**src/rtl/ps2_host_tx.sv**
```systemverilog
// PS/2 host-to-device transmitter: clock inhibit, request-to-send, 8 data bits,
// odd parity and stop shifted out on device clock falls, then acknowledge check.
module ps2_host_tx #(
  parameter int CLK_HZ         = 16_000_000,
  parameter int INHIBIT_CYCLES = 1600,
  parameter int TIMEOUT_CYCLES = 240_000
) (
  input  logic       clk,
  input  logic       rst_n,
  input  logic [7:0] tx_data,
  input  logic       tx_valid,
  output logic       tx_ready,
  input  logic       kbd_clk_in,
  input  logic       kbd_data_in,
  output logic       kbd_clk_oe,
  output logic       kbd_data_oe,
  output logic       busy,
  output logic       done,
  output logic       err
);

  localparam int INH_W = $clog2(INHIBIT_CYCLES) + 1;
  localparam int TO_W  = $clog2(TIMEOUT_CYCLES) + 1;

  if (CLK_HZ <= 0) begin : g_bad_clk_hz
    $error("CLK_HZ must be positive");
  end

  typedef enum logic [2:0] {
    S_IDLE,
    S_INHIBIT,
    S_REQ,
    S_SEND,
    S_ACK,
    S_RELEASE
  } state_t;

  state_t           state;
  logic             clk_sync_p0, clk_sync_p1, clk_dly_p2;
  logic             data_sync_p0, data_sync_p1;
  logic             fall;
  logic             accept;
  logic             timeout;
  logic [7:0]       shift;
  logic             parity;
  logic             ack_fail;
  logic [3:0]       bit_n;
  logic [INH_W-1:0] icnt;
  logic [TO_W-1:0]  tcnt;

  // Pin synchronizers; idle bus level is high, so they reset to 1
  always_ff @(posedge clk or negedge rst_n) begin
    if (!rst_n) begin
      clk_sync_p0  <= 1'b1;
      clk_sync_p1  <= 1'b1;
      clk_dly_p2   <= 1'b1;
      data_sync_p0 <= 1'b1;
      data_sync_p1 <= 1'b1;
    end else begin
      clk_sync_p0  <= kbd_clk_in;
      clk_sync_p1  <= clk_sync_p0;
      clk_dly_p2   <= clk_sync_p1;
      data_sync_p0 <= kbd_data_in;
      data_sync_p1 <= data_sync_p0;
    end
  end

  assign fall    = clk_dly_p2 & ~clk_sync_p1;
  assign accept  = (state == S_IDLE) && tx_valid && tx_ready;
  assign timeout = (tcnt == TO_W'(TIMEOUT_CYCLES));

  // Payload registers carry no reset; they are only read after an accept
  always_ff @(posedge clk) begin
    if (accept) begin
      shift  <= tx_data;
      parity <= ~^tx_data;
    end
  end

  always_ff @(posedge clk or negedge rst_n) begin
    if (!rst_n) begin
      state       <= S_IDLE;
      kbd_clk_oe  <= 1'b0;
      kbd_data_oe <= 1'b0;
      busy        <= 1'b0;
      done        <= 1'b0;
      err         <= 1'b0;
      tx_ready    <= 1'b1;
      ack_fail    <= 1'b0;
      bit_n       <= '0;
      icnt        <= '0;
      tcnt        <= '0;
    end else begin
      done <= 1'b0;
      case (state)
        S_IDLE: begin
          kbd_clk_oe  <= 1'b0;
          kbd_data_oe <= 1'b0;
          tx_ready    <= 1'b1;
          if (accept) begin
            state      <= S_INHIBIT;
            kbd_clk_oe <= 1'b1;
            busy       <= 1'b1;
            tx_ready   <= 1'b0;
            icnt       <= '0;
          end
        end
        S_INHIBIT: begin
          icnt <= icnt + 1'b1;
          if (icnt == INH_W'(INHIBIT_CYCLES - 1)) begin
            state       <= S_REQ;
            kbd_data_oe <= 1'b1;
          end
        end
        S_REQ: begin
          // Start bit stays on data while the clock is handed to the device
          state      <= S_SEND;
          kbd_clk_oe <= 1'b0;
          bit_n      <= '0;
          tcnt       <= '0;
        end
        S_SEND, S_ACK, S_RELEASE: begin
          if (timeout) begin
            state       <= S_IDLE;
            kbd_clk_oe  <= 1'b0;
            kbd_data_oe <= 1'b0;
            busy        <= 1'b0;
            done        <= 1'b1;
            err         <= 1'b1;
          end else begin
            if (fall) tcnt <= '0;
            else      tcnt <= tcnt + 1'b1;
            if (state == S_SEND && fall) begin
              if (bit_n < 4'd8)       kbd_data_oe <= ~shift[bit_n[2:0]];
              else if (bit_n == 4'd8) kbd_data_oe <= ~parity;
              else                    kbd_data_oe <= 1'b0;
              bit_n <= bit_n + 1'b1;
              if (bit_n == 4'd9) state <= S_ACK;
            end else if (state == S_ACK && fall) begin
              ack_fail <= data_sync_p1;
              state    <= S_RELEASE;
            end else if (state == S_RELEASE && clk_sync_p1 && data_sync_p1) begin
              state <= S_IDLE;
              busy  <= 1'b0;
              done  <= 1'b1;
              err   <= ack_fail;
            end
          end
        end
        default: begin
          state       <= S_IDLE;
          kbd_clk_oe  <= 1'b0;
          kbd_data_oe <= 1'b0;
          busy        <= 1'b0;
        end
      endcase
    end
  end

endmodule

```
**config.mk**
```make
export PLATFORM = sky130hd
export DESIGN_NAME = ps2_host_tx
export DESIGN_NICKNAME = d
export VERILOG_FILES = /design/src/rtl/ps2_host_tx.sv
export SDC_FILE = /design/constraint.sdc
export NUM_CORES = 1
export LEC_CHECK = 0
export ABC_AREA = 1
export CAP_MARGIN = 5
export CORE_MARGIN = 4
export CORE_UTILIZATION = 56
export CTS_CLUSTER_DIAMETER = 150
export DETAILED_ROUTE_END_ITERATION = 8
export GPL_ROUTABILITY_DRIVEN = 0
export MAX_ROUTING_LAYER = met4
export PLACE_DENSITY = 0.75
export SLEW_MARGIN = 15
export SYNTH_ARGS = -nofsm -noshare
export SYNTH_HDL_FRONTEND = slang
export SYNTH_SLANG_ARGS = --single-unit
```
**constraint.sdc**
```tcl
create_clock -name clk -period 2.3 [get_ports clk]
set_clock_uncertainty 0.1 [all_clocks]
set_input_delay 0.46 -clock clk [delete_from_list [all_inputs] [get_ports clk]]
set_output_delay 0.46 -clock clk [all_outputs]
set_load 0.01 [all_outputs]
```
==> metrics.yaml <==
synth:
  syn_area_per_cell_um2: 7.98
  ys.flop_type: "dfrtp_1"
  syn_nets: 439
  synth_edf_count: 9
  syn_inst: 420
  yosysTopAreaCell: "dfrtp_1"
  synth_cell_types: 39
  yosys_warnings: 0
  synth_top_area_frac: 0.329
  synthMuxAreaShare: 0
  syn-cell-area_um2: 3350
  synth-simple-area-share: 0.299
  synthArstFlopShare: 0.847
  post_synth_main_area_contributors: "dfrtp_1, nand2_1, edfxtp_1"
  ys_ff_latch: 59
  synth_xor_xnor_area_share: 0.0444
  synth_top_family_by_area: "simple AND/OR/NAND/NOR gates"
  synth-seq-area-share: 0.456
  synth_compound_area_frac: 0.107
  synthAdderAreaFrac: 0.0224
detailed_routing:
  num_vias: 2816
  drtAntennaViolNets: 0
  drc_errors: 0
  post_drt_wl_per_cell_um: 13.3
  dr.pass1.iters: 4
  viasPerCell: 5.35
  routed_wl_mm: 6.99
  first_iter_violations: 144
die:
  die_area_um2: 7280
  die_h_um: 85.4
  ios: 19
  die_w_um: 85.4
  core_um2: 5640
  initial_core_util: 0.594
  fp-row-count: 27
timing:
  setup_viol: 0
  max_freq_mhz: 475
  whs_ns: 0.128
  slew_headroom: 0.429
  final.setup.tns_ns: 0
  finalCriticalPeriod_ns: 2.10
  hold_violations: 0
  rsz0062_at_grt: "false"
  finalMaxSlewViolations: 0
  post-route-period-util: 0.915
  tightest_slew_ns: 0.853
clocking:
  cts_resized: 0
  clockRootBuffer: "clkbuf_8"
  cts_max_level: 3
  clock-sinks: 59
  insertion_delay_ns: 0.34
  cts_inserted_buffers: 9
  clk_pin_slew_ns: 0.07
  cts_tree: "built"
  hold_buffers: 0
  post_cts_buffers: 0
  cts_max_path_buffers: 2
cells_and_area:
  final_cell_mix: "nand2_1, nor2_1, inv_1, dfrtp_1, nand3_1"
  antenna_cells: 0
  drive_above_1_share: 0.115
  final_common_cell: "nand2_1"
  fin_nets: 468
  area_growth_pct: 13.7
flow_run:
  maxCapViolations: 0
status:
  status: "complete, no violations"
power:
  p_leak_nw: 1.71
  p_per_area_nw_per_um2: 965
  ir_drop_mv: 0.727
worst_setup_path:
  crit_required_ns: 2.46
  crit_slowest_cell: "nor2_1"
  path_max_fanout: 11
  worst_setup_path_end_kind: "flip-flop"
  critPathLaunch: "state[2]$_DFFE_PN0P_"
  crit_family: "simple AND/OR/NAND/NOR gates"
  crit_type: "reg -> reg"
  cp-start-kind: "flip-flop"
  slowest_delay_ns: 0.65
  cp.arrival_ns: 2.26
  crit_chain: "inv_2, nand3_1, inv_1, nor2_4, inv_2, nand2_1, nor2_1, nand2_1, o21ai_0"
  critical_path_buf_inv_count: 3
  reg2reg_from: "state[2]$_DFFE_PN0P_"
grt:
  overflow: 0
  grt_pass1_wl_mm: 12.2
  antenna_found_initial: 0
  grt_usage: 0.216
  grt_start_max_net_pins: 51
  grt_pass1_vias: 2772
place:
  io_buffers: 18
  hpwl_mm: 5.03
min_path:
  hold_class: "in -> async"
cell families (layout without fill, tap and decap cells):
logic type               count (synthesis)  after routing
adder cells (fa/ha/maj)                  6              6
buffers and inverters                   58             92
XOR/XNOR                                17             17
AND/OR/NAND/NOR                        225            225
AO/OA/AOI/OAI                           55             55
flip-flops                              59             59
stage by stage:
step                      utilization  std cells  setup slack (ns)  instance area, um^2  power, mW
after floorplan                     -        420             0.479                 3350       2.40
after CTS                       0.675        526             0.201                 3810       3.70
final                           0.675        526             0.197                 3810       3.68
after global routing            0.675        526            0.0279                 3810       3.95
after global placement          0.641        510             0.276                 3620       2.74
after detailed placement        0.641        510             0.204                 3620       2.78
registers in the layout, summed over array words and instances (netlist names), 3 cells and up:
register,cells
tcnt,19
shift,8
state,3
icnt,12
bit_n,4
cells in the mapped netlist (9+ instances only):
cell / count
nand2_1: 98
nand4_1: 10
o21ai_0: 22
xor2_1: 11
dfrtp_1: 44
a21oi_1: 9
inv_1: 50
edfxtp_1: 9
nor2_1: 56
nand3_1: 42
power breakdown:
group / switching [mW] / leakage [nW] / total (mW) / internal (mW)
clock network: 0.407 / 0.0997 / 0.916 / 0.509
registers: 0.153 / 0.747 / 1.43 / 1.27
logic: 0.883 / 0.863 / 1.33 / 0.450
layer usage:
| metal | global-route usage | vias to the layer above | part of all wire |
|---|---|---|---|
| met4 | 0.112 | 0 | 0.023 |
| met1 | 0.267 | 1317 | 0.46 |
| met3 | 0.0340 | 16 | 0.032 |
| li1 | - | 1430 | - |
| met5 | - | - | 0 |
| met2 | 0.340 | 53 | 0.49 |
worst register-to-register path: stages, from the launching register on:
cell and delay (ns):
dfrtp_1 0.40, inv_2 0.11, nand3_1 0.10, inv_1 0.11
nor2_4 0.07, inv_2 0.13, nand2_1 0.08, nor2_1 0.65
nand2_1 0.11, o21ai_0 0.17
final cells by class:
| class | instances | area (um^2) |
|---|---|---|
| clock buffer | 15 | 186 |
| clock inverter | 1 | 5.00 |
| fill | 489 | 1830 |
| inverter | 54 | 206 |
| multi-input combinational | 303 | 1590 |
| sequential | 59 | 1530 |
| tap | 72 | 90.1 |
| timing repair buffer | 22 | 205 |
final timing paths:
path,to,slack [ns],cells after the start
setup / recovery,tcnt[8]$_DFFE_PN0P_,0.20,9
hold / removal,tcnt[9]$_DFFE_PN0P_,0.13,2
setup reg to reg,tcnt[8]$_DFFE_PN0P_,0.20,9
hold reg to reg,clk_sync_p1$_DFF_PN1_,0.25,0
max in group asynchronous,state[2]$_DFFE_PN0P_,1.55,2
min in group clk,clk_sync_p1$_DFF_PN1_,0.25,0
Note: power is estimated with default switching activity, not from simulation.
